[src/rtl/arbiter_burst_planner.sv]
// arbiter_burst_planner: sequential per-channel burst planner sharing one restoring divider and one multiplier.
// Define ARBITER_PLANNER_REMAINDER_EN to give the frame remainder to the highest-priority active channel.
module arbiter_burst_planner #(
   parameter int C_NUM_CHANNELS           = 4,
   parameter int C_TRANSACTION_SIZE_WIDTH = 32,
   parameter int C_PRIORITY_WIDTH         = 3,
   parameter int C_FRAME_SIZE             = 256,
   parameter int C_MAX_BURST_LEN          = 256
) (
   input  logic                                                  ACLK,
   input  logic                                                  ARESETN,
   input  logic                                                  start,
   input  logic [C_NUM_CHANNELS-1:0]                             active_channels,
   input  logic [C_PRIORITY_WIDTH*C_NUM_CHANNELS-1:0]            channels_priority,
   input  logic [C_TRANSACTION_SIZE_WIDTH*C_NUM_CHANNELS-1:0]    ch_transactions_sizes,
   output logic                                                  busy,
   output logic                                                  done,
   output logic                                                  plan_zero,
   output logic [($clog2(C_MAX_BURST_LEN)+1)*C_NUM_CHANNELS-1:0] beats_of_channels,
   output logic [C_TRANSACTION_SIZE_WIDTH*C_NUM_CHANNELS-1:0]    bursts_of_channels,
   output logic [($clog2(C_MAX_BURST_LEN)+1)*C_NUM_CHANNELS-1:0] last_burst_beats_of_channels
);
   localparam int N   = C_NUM_CHANNELS;
   localparam int W   = C_TRANSACTION_SIZE_WIDTH;
   localparam int PW  = C_PRIORITY_WIDTH;
   localparam int BW  = $clog2(C_MAX_BURST_LEN) + 1;
   localparam int IW  = (N > 1) ? $clog2(N) : 1;
   localparam int CW  = $clog2(W) + 1;
   localparam int PRW = W + PW + 1;
`ifdef ARBITER_PLANNER_REMAINDER_EN
   localparam bit REM_EN = 1'b1;
`else
   localparam bit REM_EN = 1'b0;
`endif

   typedef enum logic [2:0] {S_IDLE, S_SUM, S_BASE_DIV, S_CH_SETUP, S_CH_DIV, S_DONE} state_t;

   state_t          state, state_n;
   logic [N-1:0]    snap_act, snap_act_n;
   logic [PW-1:0]   snap_prio [N], snap_prio_n [N], in_prio [N];
   logic [W-1:0]    snap_size [N], snap_size_n [N], in_size [N];
   logic [W-1:0]    total, total_n, sum_acc, base, base_n, base_rem, base_rem_n;
   logic [PW-1:0]   best_prio, best_prio_n;
   logic [IW-1:0]   best_idx, best_idx_n, ch, ch_n;
   logic [CW-1:0]   cnt, cnt_n;
   logic [W-1:0]    quo, quo_n, quo_d, dvs, dvs_n;
   logic [W:0]      rem, rem_n, rem_d, rem_sh;
   logic            ge, last_ch, last_it, ch_live, pz_n;
   logic [PRW-1:0]  full;
   logic [BW-1:0]   beats_c;
   logic [BW-1:0]   wk_beats [N], wk_beats_n [N], out_beats [N], out_beats_n [N];
   logic [W-1:0]    wk_bursts [N], wk_bursts_n [N], out_bursts [N], out_bursts_n [N];
   logic [BW-1:0]   wk_last [N], wk_last_n [N], out_last [N], out_last_n [N];

   for (genvar g = 0; g < N; g++) begin : g_ch
      assign in_prio[g] = channels_priority[g*PW +: PW];
      assign in_size[g] = ch_transactions_sizes[g*W +: W];
      assign beats_of_channels[g*BW +: BW]           = out_beats[g];
      assign bursts_of_channels[g*W +: W]            = out_bursts[g];
      assign last_burst_beats_of_channels[g*BW +: BW] = out_last[g];
   end

   assign busy    = (state != S_IDLE) && (state != S_DONE);
   assign done    = state == S_DONE;
   assign last_ch = ch == IW'(N - 1);
   assign last_it = cnt == CW'(W - 1);
   assign ch_live = snap_act[ch] && (snap_prio[ch] != '0);
   assign sum_acc = total + (snap_act[ch] ? W'(snap_prio[ch]) : '0);
   // One restoring-division step: shift in the next dividend bit, subtract if it fits
   assign rem_sh  = {rem[W-1:0], quo[W-1]};
   assign ge      = rem_sh >= {1'b0, dvs};
   assign rem_d   = ge ? rem_sh - {1'b0, dvs} : rem_sh;
   assign quo_d   = {quo[W-2:0], ge};
   assign full    = PRW'(base) * PRW'(snap_prio[ch]) + ((REM_EN && ch == best_idx) ? PRW'(base_rem) : '0);
   assign beats_c = (full > PRW'(C_MAX_BURST_LEN)) ? BW'(C_MAX_BURST_LEN) : (full == '0) ? BW'(1) : full[BW-1:0];

   always_comb begin
      state_n     = state;
      snap_act_n  = snap_act;
      snap_prio_n = snap_prio;
      snap_size_n = snap_size;
      total_n     = total;
      best_prio_n = best_prio;
      best_idx_n  = best_idx;
      base_n      = base;
      base_rem_n  = base_rem;
      ch_n        = ch;
      cnt_n       = cnt;
      quo_n       = quo;
      rem_n       = rem;
      dvs_n       = dvs;
      wk_beats_n  = wk_beats;
      wk_bursts_n = wk_bursts;
      wk_last_n   = wk_last;
      case (state)
         S_IDLE: if (start) begin
            state_n     = S_SUM;
            snap_act_n  = active_channels;
            snap_prio_n = in_prio;
            snap_size_n = in_size;
            total_n     = '0;
            best_prio_n = '0;
            best_idx_n  = '0;
            ch_n        = '0;
            wk_beats_n  = '{default: '0};
            wk_bursts_n = '{default: '0};
            wk_last_n   = '{default: '0};
         end
         S_SUM: begin
            total_n = sum_acc;
            if (snap_act[ch] && snap_prio[ch] > best_prio) begin
               best_prio_n = snap_prio[ch];
               best_idx_n  = ch;
            end
            ch_n = last_ch ? '0 : ch + IW'(1);
            if (last_ch) begin
               quo_n   = W'(C_FRAME_SIZE);
               rem_n   = '0;
               dvs_n   = sum_acc;
               cnt_n   = '0;
               state_n = (sum_acc == '0) ? S_DONE : S_BASE_DIV;
            end
         end
         S_BASE_DIV: begin
            quo_n = quo_d;
            rem_n = rem_d;
            cnt_n = cnt + CW'(1);
            if (last_it) begin
               base_n     = quo_d;
               base_rem_n = rem_d[W-1:0];
               state_n    = S_CH_SETUP;
            end
         end
         S_CH_SETUP: if (ch_live) begin
            wk_beats_n[ch] = beats_c;
            quo_n          = snap_size[ch];
            rem_n          = '0;
            dvs_n          = W'(beats_c);
            cnt_n          = '0;
            state_n        = S_CH_DIV;
         end else begin
            wk_beats_n[ch]  = '0;
            wk_bursts_n[ch] = '0;
            wk_last_n[ch]   = '0;
            ch_n            = last_ch ? '0 : ch + IW'(1);
            state_n         = last_ch ? S_DONE : S_CH_SETUP;
         end
         S_CH_DIV: begin
            quo_n = quo_d;
            rem_n = rem_d;
            cnt_n = cnt + CW'(1);
            if (last_it) begin
               wk_bursts_n[ch] = quo_d;
               wk_last_n[ch]   = rem_d[BW-1:0];
               ch_n            = last_ch ? '0 : ch + IW'(1);
               state_n         = last_ch ? S_DONE : S_CH_SETUP;
            end
         end
         S_DONE:  state_n = S_IDLE;
         default: state_n = S_IDLE;
      endcase
      out_beats_n  = out_beats;
      out_bursts_n = out_bursts;
      out_last_n   = out_last;
      pz_n         = plan_zero;
      // Results become visible together on the edge that enters DONE
      if (state != S_DONE && state_n == S_DONE) begin
         out_beats_n  = wk_beats_n;
         out_bursts_n = wk_bursts_n;
         out_last_n   = wk_last_n;
         pz_n         = state == S_SUM;
      end
   end

   always_ff @(posedge ACLK or negedge ARESETN) begin
      if (!ARESETN) begin
         state      <= S_IDLE;
         snap_act   <= '0;
         snap_prio  <= '{default: '0};
         snap_size  <= '{default: '0};
         total      <= '0;
         best_prio  <= '0;
         best_idx   <= '0;
         base       <= '0;
         base_rem   <= '0;
         ch         <= '0;
         cnt        <= '0;
         quo        <= '0;
         rem        <= '0;
         dvs        <= '0;
         wk_beats   <= '{default: '0};
         wk_bursts  <= '{default: '0};
         wk_last    <= '{default: '0};
         out_beats  <= '{default: '0};
         out_bursts <= '{default: '0};
         out_last   <= '{default: '0};
         plan_zero  <= 1'b0;
      end else begin
         state      <= state_n;
         snap_act   <= snap_act_n;
         snap_prio  <= snap_prio_n;
         snap_size  <= snap_size_n;
         total      <= total_n;
         best_prio  <= best_prio_n;
         best_idx   <= best_idx_n;
         base       <= base_n;
         base_rem   <= base_rem_n;
         ch         <= ch_n;
         cnt        <= cnt_n;
         quo        <= quo_n;
         rem        <= rem_n;
         dvs        <= dvs_n;
         wk_beats   <= wk_beats_n;
         wk_bursts  <= wk_bursts_n;
         wk_last    <= wk_last_n;
         out_beats  <= out_beats_n;
         out_bursts <= out_bursts_n;
         out_last   <= out_last_n;
         plan_zero  <= pz_n;
      end
   end
endmodule

[config.mk]
export PLATFORM = sky130hd
export DESIGN_NAME = arbiter_burst_planner
export DESIGN_NICKNAME = d
export VERILOG_FILES = /design/src/rtl/arbiter_burst_planner.sv
export SDC_FILE = /design/constraint.sdc
export NUM_CORES = 1
export LEC_CHECK = 0
export BUFFER_PORTS_ARGS = -buffer_cell sky130_fd_sc_hd__buf_2
export CELL_PAD_IN_SITES_DETAIL_PLACEMENT = 1
export CELL_PAD_IN_SITES_GLOBAL_PLACEMENT = 1
export CORE_MARGIN = 4
export CORE_UTILIZATION = 52
export DETAILED_ROUTE_END_ITERATION = 7
export HOLD_SLACK_MARGIN = 0.15
export PLACE_DENSITY = 0.88
export SLEW_MARGIN = 20
export SYNTH_ARGS = -nofsm -noshare
export SYNTH_HDL_FRONTEND = slang
export SYNTH_SLANG_ARGS = --single-unit
[constraint.sdc]
create_clock -name ACLK -period 11.2 [get_ports ACLK]
set_input_delay 0.56 -clock ACLK [delete_from_list [all_inputs] [get_ports ACLK]]
set_output_delay 0.56 -clock ACLK [all_outputs]
set_load 0.03 [all_outputs]
==> impl_results.md <==
- Outcome: complete, but fails checks
- Violated checks: DRC
- Vias: 30,600
- Initial DRC count: 4,591
- Yosys cell types: 95
- Final Cycle Share: 69.0%
- H-tree depth: 3
- Initial antenna violation count: 21
- Final setup TNS: 0 ps
- GP Congestion: 0.900
- Main synth FF type: dfrtp_1
- P&R area growth vs syn: 15.9%
- I/O pin total: 350
- MaxCap Viol Count: 0
- # port buffers: 349
- Drt pass-1 iters: 8
- Die Y: 265 um
- Max VDD drop: 0.000219 V
- Worst hold start: ch_transactions_sizes[24]
- Ranking of synthesized cells by area: dfrtp_1 52%, mux2_2 11%, a22o_1 3.7%
- Starting Density: 52.8%
- GRT Util Overall: 41.3%
- Fin Clk Skew: 64.5 ps
- Finished Layout Cells: 4,205
- Die area: 0.0702 mm2
- #FFs+latches synth: 716
- Max Slew Vio Count: 0
- Dpl hpwl: 81,500 um
- Root Driver: clkbuf_16
- Tmin final: 7730 ps
- Number of synthesized flops with an enable pin: 0
- Slew @ Worst Pin: 1210 ps
- Final net count: 3,528
- Final Util: 61.2%
- Worst-path maximum fanout: 81
- Async set-reset flop share out of synthesis: 100%
- Post-CTS sizing: 0
- Number of hold buffers added after CTS: 36
- CTS sink count: 716
- Max Freq: 0.129 GHz
- Antenna viol nets, final: 0
- Req. time, crit path: 11,700 ps
- Mapped Nets: 3,205
- First-pass GRT wire length: 219,000 um
- Setup-failing EPs final: 0
- Clk slew on worst S/H paths: 80 ps
- Die width: 265 um
- Rel. slew slack: 19.5%
- Post-Place Cells: 4,008
- Static Leak: 19.6 nW
- PD cells: 234 mW/mm2
- Cell Area, Placed: 0.0367 mm2
- Placeable Area: 0.0649 mm2
- Grt ovf: 0
- RSZ-0062 raised after global routing: false
- CTS tree: yes
- Clk buf depth: 3
- Post-synth top cells: 716 x dfrtp_1, 332 x mux2_2, 299 x nand2_1
- Largest net degree at the start of global routing: 174
- CP endpoint kind: register
- Fillers: 6,552
- Design Power: 9.31 mW
- Synthesized area: 0.0343 mm2
- Crit path launch: ch[0]
- Yosys warnings: 0
- DRT Wirelength: 160,000 um
- Top-count cell post-synth: dfrtp_1
- Row cnt: 93
- Layout cell share with drive strength beyond 1: 27.6%
- Final Hold Vio Count: 0
- Inserted Clock Buffers: 75
- Drt drc: 8
- R2r startpoint: ch[0]
- Cells after synthesis: 2,951
- Post-synth top area share: 52.2%
- Avg Cell Area, Syn: 11.6 um2
- WP data arrival: 8230 ps
- Synth area leader: dfrtp_1
- Setup CP Type: register to register
- Via/cell ratio: 7.28
- Final instance area: 0.0398 mm2
- Worst hold path type: input pin to register
- Worst setup SP type: register
- Vias in the first global route: 31,300
- Setup bufs post-CTS: 0
- Sequential area share after synthesis: 52.2%
- Wire per inst: 38.0 um
- Clk Latency, worst-skew pair: 680 ps
[cell usage in the layout, fill, tap and decap left out, types with 18 or more instances in the layout]
master | netlist | routed
and3_1 | 26 | 26
o31ai_1 | 18 | 18
ha_1 | 74 | 74
dlygate4sd3_1 | 0 | 42
inv_1 | 179 | 179
xor2_1 | 37 | 37
a21o_1 | 29 | 29
o21ai_0 | 186 | 186
buf_2 | 17 | 348
nor2_1 | 92 | 91
fa_1 | 33 | 33
clkbuf_16 | 0 | 76
xnor2_1 | 45 | 45
nand2_1 | 299 | 299
mux2_2 | 332 | 332
nand3_1 | 46 | 46
and2_1 | 27 | 25
a21oi_1 | 70 | 70
o22ai_1 | 26 | 26
mux4_2 | 36 | 36
clkbuf_8 | 0 | 21
nand4_1 | 27 | 27
buf_4 | 21 | 27
dfrtp_1 | 716 | 714
mux2i_1 | 52 | 52
nor3_1 | 25 | 24
a22o_1 | 143 | 143
a222oi_1 | 30 | 30
[power by group]
group	switching (mW)	leakage [nW]	internal, mW
logic	1.95	8.69	0.958
registers	0.601	9.61	2.99
clock network	1.31	1.26	1.50
total	3.86	19.6	5.45
[per-stage QoR]
| step | worst slack, ps | hold WS, ps |
|---|---|---|
| after global routing | 3020 | 144 |
| final | 3470 | 147 |
| after global placement | 4000 | 458 |
| after detailed placement | 3730 | 470 |
| after CTS | 3550 | 150 |
| after floorplan | 5940 | 264 |
[cell families after synthesis]
kind of cell | count (synthesis) | share of synthesized area [%]
flops | 716 | 52.2
simple gates | 628 | 8.72
mux | 429 | 15.1
fa+ha+maj | 107 | 4.62
xor+xnor | 82 | 2.09
buf+inv | 359 | 4.33
compound gates | 630 | 12.9
[worst paths after layout]
| kind | cells after the start | slack (ps) | end |
|---|---|---|---|
| max in group asynchronous | 5 | 8160 | beats_of_channels[4] |
| min in group asynchronous | 2 | 560 | bursts_of_channels[101] |
| hold reg to reg | 2 | 480 | wk_beats[16] |
| hold / removal | 2 | 150 | snap_size[120] |
| setup reg to reg | 18 | 3470 | bursts_of_channels[54] |
| setup / recovery | 18 | 3470 | bursts_of_channels[54] |
[sequential cells by signal (all words and copies together) (netlist names)]
name                          cells
base                             32
beats_of_channels                36
bursts_of_channels              128
ch                                2
cnt                               6
dvs                              32
last_burst_beats_of_channels     36
plan_zero                         1
quo                              32
rem                              32
snap_act                          4
snap_prio                        12
snap_size                       128
state                             3
total                            32
wk_beats                         36
wk_bursts                       128
wk_last                          36
[final cells by class]
cell class,count,area [um2],area share [%]
Sequential cell,716,17900,45.1
Multi-Input combinational cell,1876,15000,37.7
Timing Repair Buffer,424,2490,6.26
Clock buffer,111,2240,5.64
Tap cell,855,1070,2.69
Inverter,181,679,1.71
Clock inverter,25,318,0.799
Antenna cell,17,42.5,0.107
[worst max-delay path, stage by stage (launching register included)]
cell	delay (ps)
dfrtp_2	350
buf_4	680
mux4_2	900
and2_1	270
ha_1	190
inv_1	60
fa_1	430
nand2b_1	250
a2111oi_4	640
nand4_1	190
xor2_1	280
nand4_1	150
nor4_1	240
o2111ai_1	290
or2_1	370
o21ai_4	100
buf_4	620
buf_4	980
mux2_2	450
[routing by layer]
metal | share of wire (%) | track usage [%] | up-vias
met3 | 13 | 14.3 | 1222
met2 | 43 | 64.6 | 3005
met4 | 11 | 28.0 | 16
met5 | 0.063 | 0 | -
li1 | - | - | 11200
met1 | 33 | 48.2 | 15100
Note: power is estimated with default switching activity, not from simulation.
